**src/rtl/fp_addsub_seq_if.sv**
```systemverilog
// Handshake and adder-facing bus of the FP add/sub sequencer.
// The master side issues requests and hosts the combinational fp_adder;
// the slave side is the sequencer itself.
interface fp_addsub_seq_if;
  logic        start;
  logic        op;
  logic [31:0] opa;
  logic [31:0] opb;
  logic [31:0] fa_a;
  logic [31:0] fa_b;
  logic [31:0] fa_s;
  logic        busy;
  logic        done;
  logic [31:0] result;
  logic        invalid;
  logic        overflow;
  logic        zero;

  modport master (
    output start, op, opa, opb, fa_s,
    input  fa_a, fa_b, busy, done, result, invalid, overflow, zero
  );

  modport slave (
    input  start, op, opa, opb, fa_s,
    output fa_a, fa_b, busy, done, result, invalid, overflow, zero
  );
endinterface

```
**src/rtl/fp_addsub_seq.sv**
```systemverilog
// Multi-cycle sequencer in front of a combinational fp_adder.
// It registers the operands (B sign-flipped for subtract), holds them on the
// adder inputs for SETTLE_CYCLES cycles, then captures the sum.  At capture it
// applies the IEEE-754 special cases and pulses done for one cycle.
module fp_addsub_seq #(
  parameter int SETTLE_CYCLES = 2,  // 1..15
  parameter int CNT_W         = 4   // must hold SETTLE_CYCLES-1
) (
  input  logic           clk,
  input  logic           rst,
  fp_addsub_seq_if.slave bus
);

  typedef enum logic [1:0] {
    S_IDLE,
    S_WAIT,
    S_CAPT
  } state_t;

  localparam logic [31:0] QNAN = 32'h7FC0_0000;

  state_t           state;
  logic [CNT_W-1:0] cnt;

  // Operand classification on the registered adder inputs.
  logic a_nan, a_inf, b_nan, b_inf, signs_differ;
  logic [31:0] cap_result;
  logic        cap_invalid;
  logic        cap_overflow;

  assign a_nan        = (bus.fa_a[30:23] == 8'hFF) && (bus.fa_a[22:0] != 23'h0);
  assign a_inf        = (bus.fa_a[30:23] == 8'hFF) && (bus.fa_a[22:0] == 23'h0);
  assign b_nan        = (bus.fa_b[30:23] == 8'hFF) && (bus.fa_b[22:0] != 23'h0);
  assign b_inf        = (bus.fa_b[30:23] == 8'hFF) && (bus.fa_b[22:0] == 23'h0);
  assign signs_differ = bus.fa_a[31] ^ bus.fa_b[31];

  // Special-case overrides applied to the adder sum, highest priority first.
  always_comb begin
    // NOTE: every output gets a default first so no path leaves it unassigned (no latch).
    cap_result   = bus.fa_s;
    cap_invalid  = 1'b0;
    cap_overflow = 1'b0;
    if (a_nan || b_nan) begin
      cap_result  = QNAN;
      cap_invalid = 1'b1;
    end else if (a_inf && b_inf && signs_differ) begin
      cap_result  = QNAN;
      cap_invalid = 1'b1;
    end else if (a_inf) begin
      cap_result = bus.fa_a;
    end else if (b_inf) begin
      cap_result = bus.fa_b;
    end else if (bus.fa_s[30:23] == 8'hFF) begin
      cap_result   = {bus.fa_s[31], 8'hFF, 23'h0};
      cap_overflow = 1'b1;
    end else if ((bus.fa_s[30:0] == 31'h0) && signs_differ) begin
      // Exact cancellation always yields +0 regardless of the adder's sign.
      cap_result = 32'h0000_0000;
    end
  end

  // Sequencer FSM with registered outputs; reset aborts any operation in flight.
  always_ff @(posedge clk or posedge rst) begin
    if (rst) begin
      state        <= S_IDLE;
      cnt          <= '0;
      bus.fa_a     <= 32'h0;
      bus.fa_b     <= 32'h0;
      bus.busy     <= 1'b0;
      bus.done     <= 1'b0;
      bus.result   <= 32'h0;
      bus.invalid  <= 1'b0;
      bus.overflow <= 1'b0;
      bus.zero     <= 1'b0;
    end else begin
      // NOTE: non-blocking assignments keep every register sampling pre-edge values.
      bus.done <= 1'b0;
      unique case (state)
        S_IDLE: begin
          if (bus.start) begin
            bus.fa_a <= bus.opa;
            bus.fa_b <= {bus.opb[31] ^ bus.op, bus.opb[30:0]};
            cnt      <= CNT_W'(SETTLE_CYCLES - 1);
            bus.busy <= 1'b1;
            state    <= S_WAIT;
          end
        end
        S_WAIT: begin
          if (cnt != '0) cnt <= cnt - CNT_W'(1);
          else           state <= S_CAPT;
        end
        S_CAPT: begin
          bus.result   <= cap_result;
          bus.invalid  <= cap_invalid;
          bus.overflow <= cap_overflow;
          bus.zero     <= (cap_result[30:0] == 31'h0);
          bus.done     <= 1'b1;
          bus.busy     <= 1'b0;
          state        <= S_IDLE;
        end
        default: state <= S_IDLE;
      endcase
    end
  end

endmodule

```
**src/flat_wrapper.sv**
```systemverilog
// flat-port wrapper written by rule: the top's interface ports become plain ports
module fp_addsub_seq_flat 
#(
  parameter int SETTLE_CYCLES = 2,          
  parameter int CNT_W         = 4                               
)
  (clk, rst, bus_start, bus_op, bus_opa, bus_opb, bus_fa_s, bus_fa_a, bus_fa_b, bus_busy, bus_done, bus_result, bus_invalid, bus_overflow, bus_zero);
  fp_addsub_seq_if bus_i ();
  input  logic clk;
  input  logic rst;
  input wire logic [$bits(bus_i.start)-1:0] bus_start;
  input wire logic [$bits(bus_i.op)-1:0] bus_op;
  input wire logic [$bits(bus_i.opa)-1:0] bus_opa;
  input wire logic [$bits(bus_i.opb)-1:0] bus_opb;
  input wire logic [$bits(bus_i.fa_s)-1:0] bus_fa_s;
  output wire logic [$bits(bus_i.fa_a)-1:0] bus_fa_a;
  output wire logic [$bits(bus_i.fa_b)-1:0] bus_fa_b;
  output wire logic [$bits(bus_i.busy)-1:0] bus_busy;
  output wire logic [$bits(bus_i.done)-1:0] bus_done;
  output wire logic [$bits(bus_i.result)-1:0] bus_result;
  output wire logic [$bits(bus_i.invalid)-1:0] bus_invalid;
  output wire logic [$bits(bus_i.overflow)-1:0] bus_overflow;
  output wire logic [$bits(bus_i.zero)-1:0] bus_zero;
  assign bus_i.start = bus_start;
  assign bus_i.op = bus_op;
  assign bus_i.opa = bus_opa;
  assign bus_i.opb = bus_opb;
  assign bus_i.fa_s = bus_fa_s;
  assign bus_fa_a = bus_i.fa_a;
  assign bus_fa_b = bus_i.fa_b;
  assign bus_busy = bus_i.busy;
  assign bus_done = bus_i.done;
  assign bus_result = bus_i.result;
  assign bus_invalid = bus_i.invalid;
  assign bus_overflow = bus_i.overflow;
  assign bus_zero = bus_i.zero;
  fp_addsub_seq #(.SETTLE_CYCLES(SETTLE_CYCLES), .CNT_W(CNT_W)) u_core (.clk(clk), .rst(rst), .bus(bus_i));
endmodule
```
**config.mk**
```make
export PLATFORM = sky130hd
export DESIGN_NAME = fp_addsub_seq_flat
export DESIGN_NICKNAME = d
export VERILOG_FILES = /design/src/rtl/fp_addsub_seq_if.sv /design/src/rtl/fp_addsub_seq.sv /design/src/flat_wrapper.sv
export SDC_FILE = /design/constraint.sdc
export NUM_CORES = 1
export LEC_CHECK = 0
export ABC_AREA = 1
export CAP_MARGIN = 25
export CORE_AREA = 2 2 101 142
export CTS_CLUSTER_SIZE = 25
export DETAILED_ROUTE_END_ITERATION = 16
export DIE_AREA = 0 0 103 144
export PLACE_DENSITY = 0.69
export RECOVER_POWER = 100
export SETUP_SLACK_MARGIN = 0.5
export SLEW_MARGIN = 25
export SYNTH_ARGS = -nofsm -noshare
export SYNTH_HDL_FRONTEND = slang
export SYNTH_SLANG_ARGS = --single-unit
```
**constraint.sdc**
```tcl
create_clock -name clk -period 4 [get_ports clk]
set_input_delay 0.4 -clock clk [delete_from_list [all_inputs] [get_ports clk]]
set_output_delay 0.4 -clock clk [all_outputs]
set_load 0.02 [all_outputs]
```
==> impl_results.md, run 1 <==
* Overall power at between 5 and 6 mW
* Final wirelength at 14.9 mm
* Area grow syn2layout at 48.3%
* Synthesized net count at 758
* Initial antenna violation count at 0
* Post-CTS sizing at 0
* WL met3 at 896 um
* Drt pass-1 iters at 4
* # setup viols final at 0
* EDFF count, synth at 0
* Global route overflow at 0
* Area contributors post-synth: dfrtp_1 (53%), nand2_1 (22%), nor2_1 (6.3%)
* Starting Density at 37.0%
* HP Class: flop to flop
* Antenna-violating nets left at 0
* Wire length on met2 at 7.63 mm
* Clock transition at path regs at 0.07 ns
* Leak at 3.73 nW
* Clock buffer depth at 2
* Worst-margin pin slew at 2.29 ns
* DRC violations left at 0
* CTS Buf Count at 9
* Layout Utilization at 54.8%
* Pins Over Slew Limit at 53
* Launch point of the worst path: u_core.bus.fa_a[30]$_DFFE_PP0P_
* Area of the core at 0.0137 mm^2
* Design Area, Final at approximately 0.0075 mm^2
* Power density over the cells at 729 mW/mm^2
* Std-Cell Rows at 51
* Flop and latch count out of synthesis at 107
* Critical path arrival at 3.18 ns
* Met1 WL at approximately 5.7 mm
* WL per Instance at 14.4 um
* Area after DPL at approximately 0.0072 mm^2
* H-tree depth at 3
* Global Route Usage Sum at 20.3%
* Max layer used: met4
* CP endpoint: u_core.bus.zero$_DFFE_PP0P_
* Crit. End Element: flop
* Syn avg cell area at 7.69 um^2
* Setup CP Type: flop to flop
* Slew headroom at -53.4%
* Cell variety after synth at 31
* CP Max Fanout at 26
* Via count at 4882
* R2R Path Start: u_core.bus.fa_a[30]$_DFFE_PP0P_
* RSZ-0062 raised after global routing: false
* Startpoint Class: flop
* FFs w/ async S/R, synth at 100%
* DP HPWL at 11.0 mm
* Max-cap violation count at 1
* Die area at 0.0148 mm^2
* CTS root buffer: clkbuf_16
* Cell count after synthesis at 656
* Die Span X at between 100 and 150 um
* Status: finished, violations left
* FMAX at about 340 MHz
* Yosys warnings at 0
* Final min period at between 2 and 3 ns
* Post-CTS Setup Bufs at 0
* Largest area contributor in the netlist: dfrtp_1
* Input/output buffers at 200
* Vias in the first global route at 4711
* First-pass GRT wire length at ~23 mm
* CTS tree: done
* Worst R2R Setup Slack at 1.06 ns
* Register area share after synthesis at 53.1%
* # diodes at 0
* Die H at 144 um
* Setup_tns at 0 ns
* Final count of hold timing violations at 0
* Tcrit/Tclk final at 73.5%
* Main flop type after synthesis: dfrtp_1
* DRT iter0 DRCs at 231
* Peak supply drop at ~320 uV
* Layout cells sized above 1 at under 10%
* Hold Startpoint: u_core.bus.result[31]$_DFFE_PP0P_
* Ports at 201
* Worst Path Required at 4.24 ns
* CTS Sinks at between 100 and 150
* Fin nets at 949
* Hold-fix buffers, CTS at 0
* Routability cong. at approximately 0.91
* Synthesized area at 0.00505 mm^2
* Setup Skew at 0.00731 ns
* Synth top area share at 53.1%
* Via density at 4.71
* Violated checks: max-capacitance violations, max-slew violations
* FF-to-FF End: u_core.bus.zero$_DFFE_PP0P_
* Clk_lat worst skew at 0.35 ns
* Depth of the most critical reg-to-reg path at 11
* WHS at 0.476 ns
* FILL cells at roughly 1400
* Largest net degree at the start of global routing at around 70
[metal layers]
metal	track usage [%]	vias to the layer above
met1	23.2	2216
met5	0	-
met2	35.5	182
met3	2.95	40
li1	-	2444
met4	11.8	0
[where the power goes]
group          internal, mW  leakage [nW]  switching [mW]  total, mW
clock                 0.486         0.153           0.420      0.906
sequential             1.60          1.31           0.347       1.95
combinational          1.06          2.26            1.54       2.61
[per-stage QoR]
step           std cells  setup WS (ns)
6_report            1037           1.06
5_1_grt             1037          0.789
4_1_cts             1037           1.69
3_5_place_dp        1021           1.44
3_3_place_gp        1021           1.45
2_1_floorplan        656          0.783
[worst min-delay path by stage]
stage,end,slack (ns),cells past startpoint
after floorplan,u_core.cnt[0]$_DFFE_PP0P_,0.45,1
after global placement,u_core.bus.busy$_DFFE_PP0P_,0.47,2
after detailed placement,u_core.bus.busy$_DFFE_PP0P_,0.47,2
after CTS,u_core.bus.result[31]$_DFFE_PP0P_,0.49,2
after global routing,u_core.bus.result[6]$_DFFE_PP0P_,0.50,2
final,u_core.bus.result[31]$_DFFE_PP0P_,0.48,2
[cells in the final DEF, fill, tap and decap left out, drive strengths merged]
master	n
a31oi	3
nand3	39
buf	2
clkdlybuf4s50	97
xor2	1
a21oi	2
dfrtp	107
o41ai	1
clkinv	3
inv	32
o21ai	28
nor3	7
clkinvlp	1
xnor2	1
dlygate4sd3	103
nand4	8
nor4	5
clkbuf	17
nand2	298
nor2	94
ha	2
and3	1
[state kept, by name (all words and copies together) (netlist names), 2 cells and up]
name / cells
u_core.bus.fa_a: 32
u_core.bus.fa_b: 32
u_core.bus.result: 32
u_core.cnt: 4
u_core.state: 2
[Yosys cell counts (3+ instances only)]
cell type / n
clkbuf_1: 20
nand3_1: 37
nor3_1: 7
nand4_1: 7
nor2_4: 4
nor2_2: 4
nor4_1: 5
buf_2: 4
inv_1: 28
nand2_1: 295
a31oi_1: 3
o21ai_0: 28
dfrtp_1: 107
nor2_1: 85
[cells by family (layout without fill, tap and decap cells)]
| kind of cell | count (synthesis) | count (layout) | share of synthesized area [%] |
|---|---|---|---|
| compound gates | 34 | 34 | 3.52 |
| xor+xnor | 2 | 2 | 0.347 |
| fa+ha+maj | 2 | 2 | 0.496 |
| buf+inv | 59 | 255 | 5.11 |
| flops | 107 | 107 | 53.1 |
| simple gates | 452 | 452 | 37.5 |
[cell type report]
type | instances | area [um^2] | area share (%)
repair buffers | 207 | 2040 | 27.2
clock inverters | 4 | 40.0 | 0.535
clock buffers | 12 | 267 | 3.56
well taps | 185 | 231 | 3.09
inverters | 32 | 126 | 1.69
multi-input cells | 490 | 2100 | 28.1
flip-flops and latches | 107 | 2680 | 35.8
[critical path, stage by stage, from the launching register on]
cell      delay, ns
dfrtp_1        0.38
nand4_1        0.16
nor2_4         0.24
nand4_1        0.91
clkinv_1       0.54
nand3_1        0.12
nand3_1        0.14
nor2_1         0.10
nand3_1        0.09
nor2_1         0.06
nand2_1        0.06
nand2_1        0.04
(Power assumes the default switching activity.)
==> run 2, diff against run 1 <==
Clock period 4 ns to 2.9 ns, I/O delays scaled along.
==> run 2 against run 1 <==
  * The run still ends with max-capacitance violations, max-slew violations left
  * Combinational power rose by 38%
  * Register-to-register slack got worse by 0.45 ns
  * Die area did not move
  * Highest routed layer unchanged
  * Non-clock buffer count rose by 3
  * Critical path depth rose by 2
  * Maximum frequency rose by 28%
  * Critical path type unchanged
==> impl_results.md, run 2 (synthesis results as in run 1) <==
* Power density over the cells at 1000 mW/mm^2
* Global Route Usage Sum at 20.4%
* Critical path arrival at between 2 and 3 ns
* CP Max Fanout at 27
* Largest net degree at the start of global routing at 68
* Die area at 0.0148 mm^2
* Max-cap violation count at 1
* Launch point of the worst path: u_core.bus.fa_b[4]$_DFFE_PP0P_
* Slew headroom at -14.2%
* Violated checks: max-capacitance violations, max-slew violations
* # diodes at 0
* Biggest regs: u_core.bus.fa_a x32, u_core.bus.fa_b x32, u_core.bus.result x32
* CTS tree: done
* WL per Instance at 14.4 um
* CTS root buffer: clkbuf_16
* PnR worst setup slack at 0.607 ns
* Die Span X at approximately 100 um
* Hold Startpoint: bus_opb[18]
* FMAX at 436 MHz
* Setup_tns at 0 ns
* Via count at 4856
* FILL cells at 1347
* CTS Buf Count at 9
* Layout Utilization at a little under three fifths
* Initial antenna violation count at 0
* HP Class: primary input to flop
* DP HPWL at 11.5 mm
* Hold-fix buffers, CTS at 0
* Clock transition at path regs at 0.07 ns
* RSZ-0062 raised after global routing: false
* Logic pwr share at 48.1%
* Status: finished, violations left
* Final wirelength at between 10 and 15 mm
* Post-CTS Setup Bufs at 0
* Ports at 201
* Global route overflow at 0
* Vias in the first global route at ~4800
* Fin nets at 952
* Final count of hold timing violations at 0
* Die H at 144 um
* Most frequent cells in the layout: nand2_1 (296), dfrtp_1 (107), dlygate4sd3_1 (103)
* Peak supply drop at 538 uV
* Most common cell after layout, fill and taps aside: nand2_1
* Via density at 4.67
* Area of the core at about 0.014 mm^2
* Routability cong. at roughly 0.88
* Internal Power at 4.36 mW
* Antenna-violating nets left at 0
* H-tree depth at 3
* Tcrit/Tclk final at between 70% and 80%
* Post-CTS sizing at 0
* Pre-CTS setup slack at 0.656 ns
* Std-Cell Rows at slightly above 50
* Reg power frac at 35.6%
* Layout cells sized above 1 at under 10%
* Clock buffer depth at 2
* CTS Sinks at 107
* First-pass GRT wire length at 23.2 mm
* Area grow syn2layout at 49.0%
* Worst Path Required at 3.19 ns
* Leak at 3.75 nW
* Starting Density at 37.0%
* Clock share of power at 16.3%
* Worst-margin pin slew at 1.70 ns
* Setup Skew at just under 0.009 ns
* Input/output buffers at 200
* DRC violations left at 0
* Drt pass-1 iters at 4
* Clk_lat worst skew at 0.35 ns
* R2R Path Start: u_core.bus.fa_b[4]$_DFFE_PP0P_
* Setup CP Type: flop to flop
* # setup viols final at 0
* DRT iter0 DRCs at 207
* Crit. End Element: flop
* Switching Fraction at between 40% and 50%
* Overall power at 7.52 mW
* Final min period at roughly 2.3 ns
* Switch Pwr at between 3 and 4 mW
* Pins Over Slew Limit at 33
* Startpoint Class: flop
run 2: cell types whose count changed in the layout (fill, tap and decap cells not counted), sizes merged:
cell	before	now
buf	2	6
bufinv	0	1
clkbuf	17	15
clkinvlp	1	3
inv	32	30
run 2: final timing paths:
kind / endpoint / slack (ns) / depth (start not counted)
worst max-delay path: u_core.bus.zero$_DFFE_PP0P_ / 0.61 / 13
worst min-delay path: u_core.bus.fa_b[18]$_DFFE_PP0P_ / 0.48 / 3
worst max register to register: u_core.bus.zero$_DFFE_PP0P_ / 0.61 / 13
worst min register to register: u_core.bus.result[1]$_DFFE_PP0P_ / 0.48 / 2
max in group asynchronous: u_core.cnt[2]$_DFFE_PP0P_ / 1.24 / 3
min in group asynchronous: u_core.bus.result[14]$_DFFE_PP0P_ / 0.80 / 2
run 2: through the flow:
stage	instance area (um^2)	hold WS [ns]	cells
6_report	7520	0.476	1040
5_1_grt	7520	0.486	1040
4_1_cts	7550	0.470	1040
3_5_place_dp	7260	0.471	1024
3_3_place_gp	7260	0.464	1024
2_1_floorplan	5050	0.407	656
run 2: metal layers:
metal	vias to the layer above	global-route usage [%]	share of wire (%)
li1	2440	-	-
met4	0	8.17	2.8
met1	2241	21.6	36
met2	151	38.7	55
met3	24	3.87	5.9
met5	-	0	0
run 2: worst max-delay path: stages, from the launching register on:
cell	delay (ns)
dfrtp_1	0.39
nor2_1	0.11
nand2_1	0.06
nor2_1	0.25
nand3_1	0.28
nand2_1	0.22
nand2_4	0.09
clkinv_4	0.18
nand3_1	0.18
nor2_1	0.17
nand3_1	0.09
nor2_1	0.10
nand2_1	0.06
nand2_1	0.05
run 2: layout make-up:
type	count	area (um^2)	area share [%]
Clock buffer	11	233	3.09
Multi-Input combinational cell	490	2100	27.9
Sequential cell	107	2680	35.6
Clock inverter	5	62.6	0.832
Tap cell	185	231	3.08
Inverter	32	126	1.68
Timing Repair Buffer	210	2090	27.8
run 2: power groups by stage:
| stage | registers [mW] | clock network [mW] | logic, mW |
|---|---|---|---|
| after floorplan | 3.48 | 0 | 1.21 |
| after detailed placement | 2.74 | 0 | 3.92 |
| after global placement | 2.72 | 0 | 3.89 |
| after global routing | 2.78 | 1.31 | 3.97 |
| after CTS | 2.71 | 1.25 | 3.94 |
| final | 2.68 | 1.23 | 3.61 |
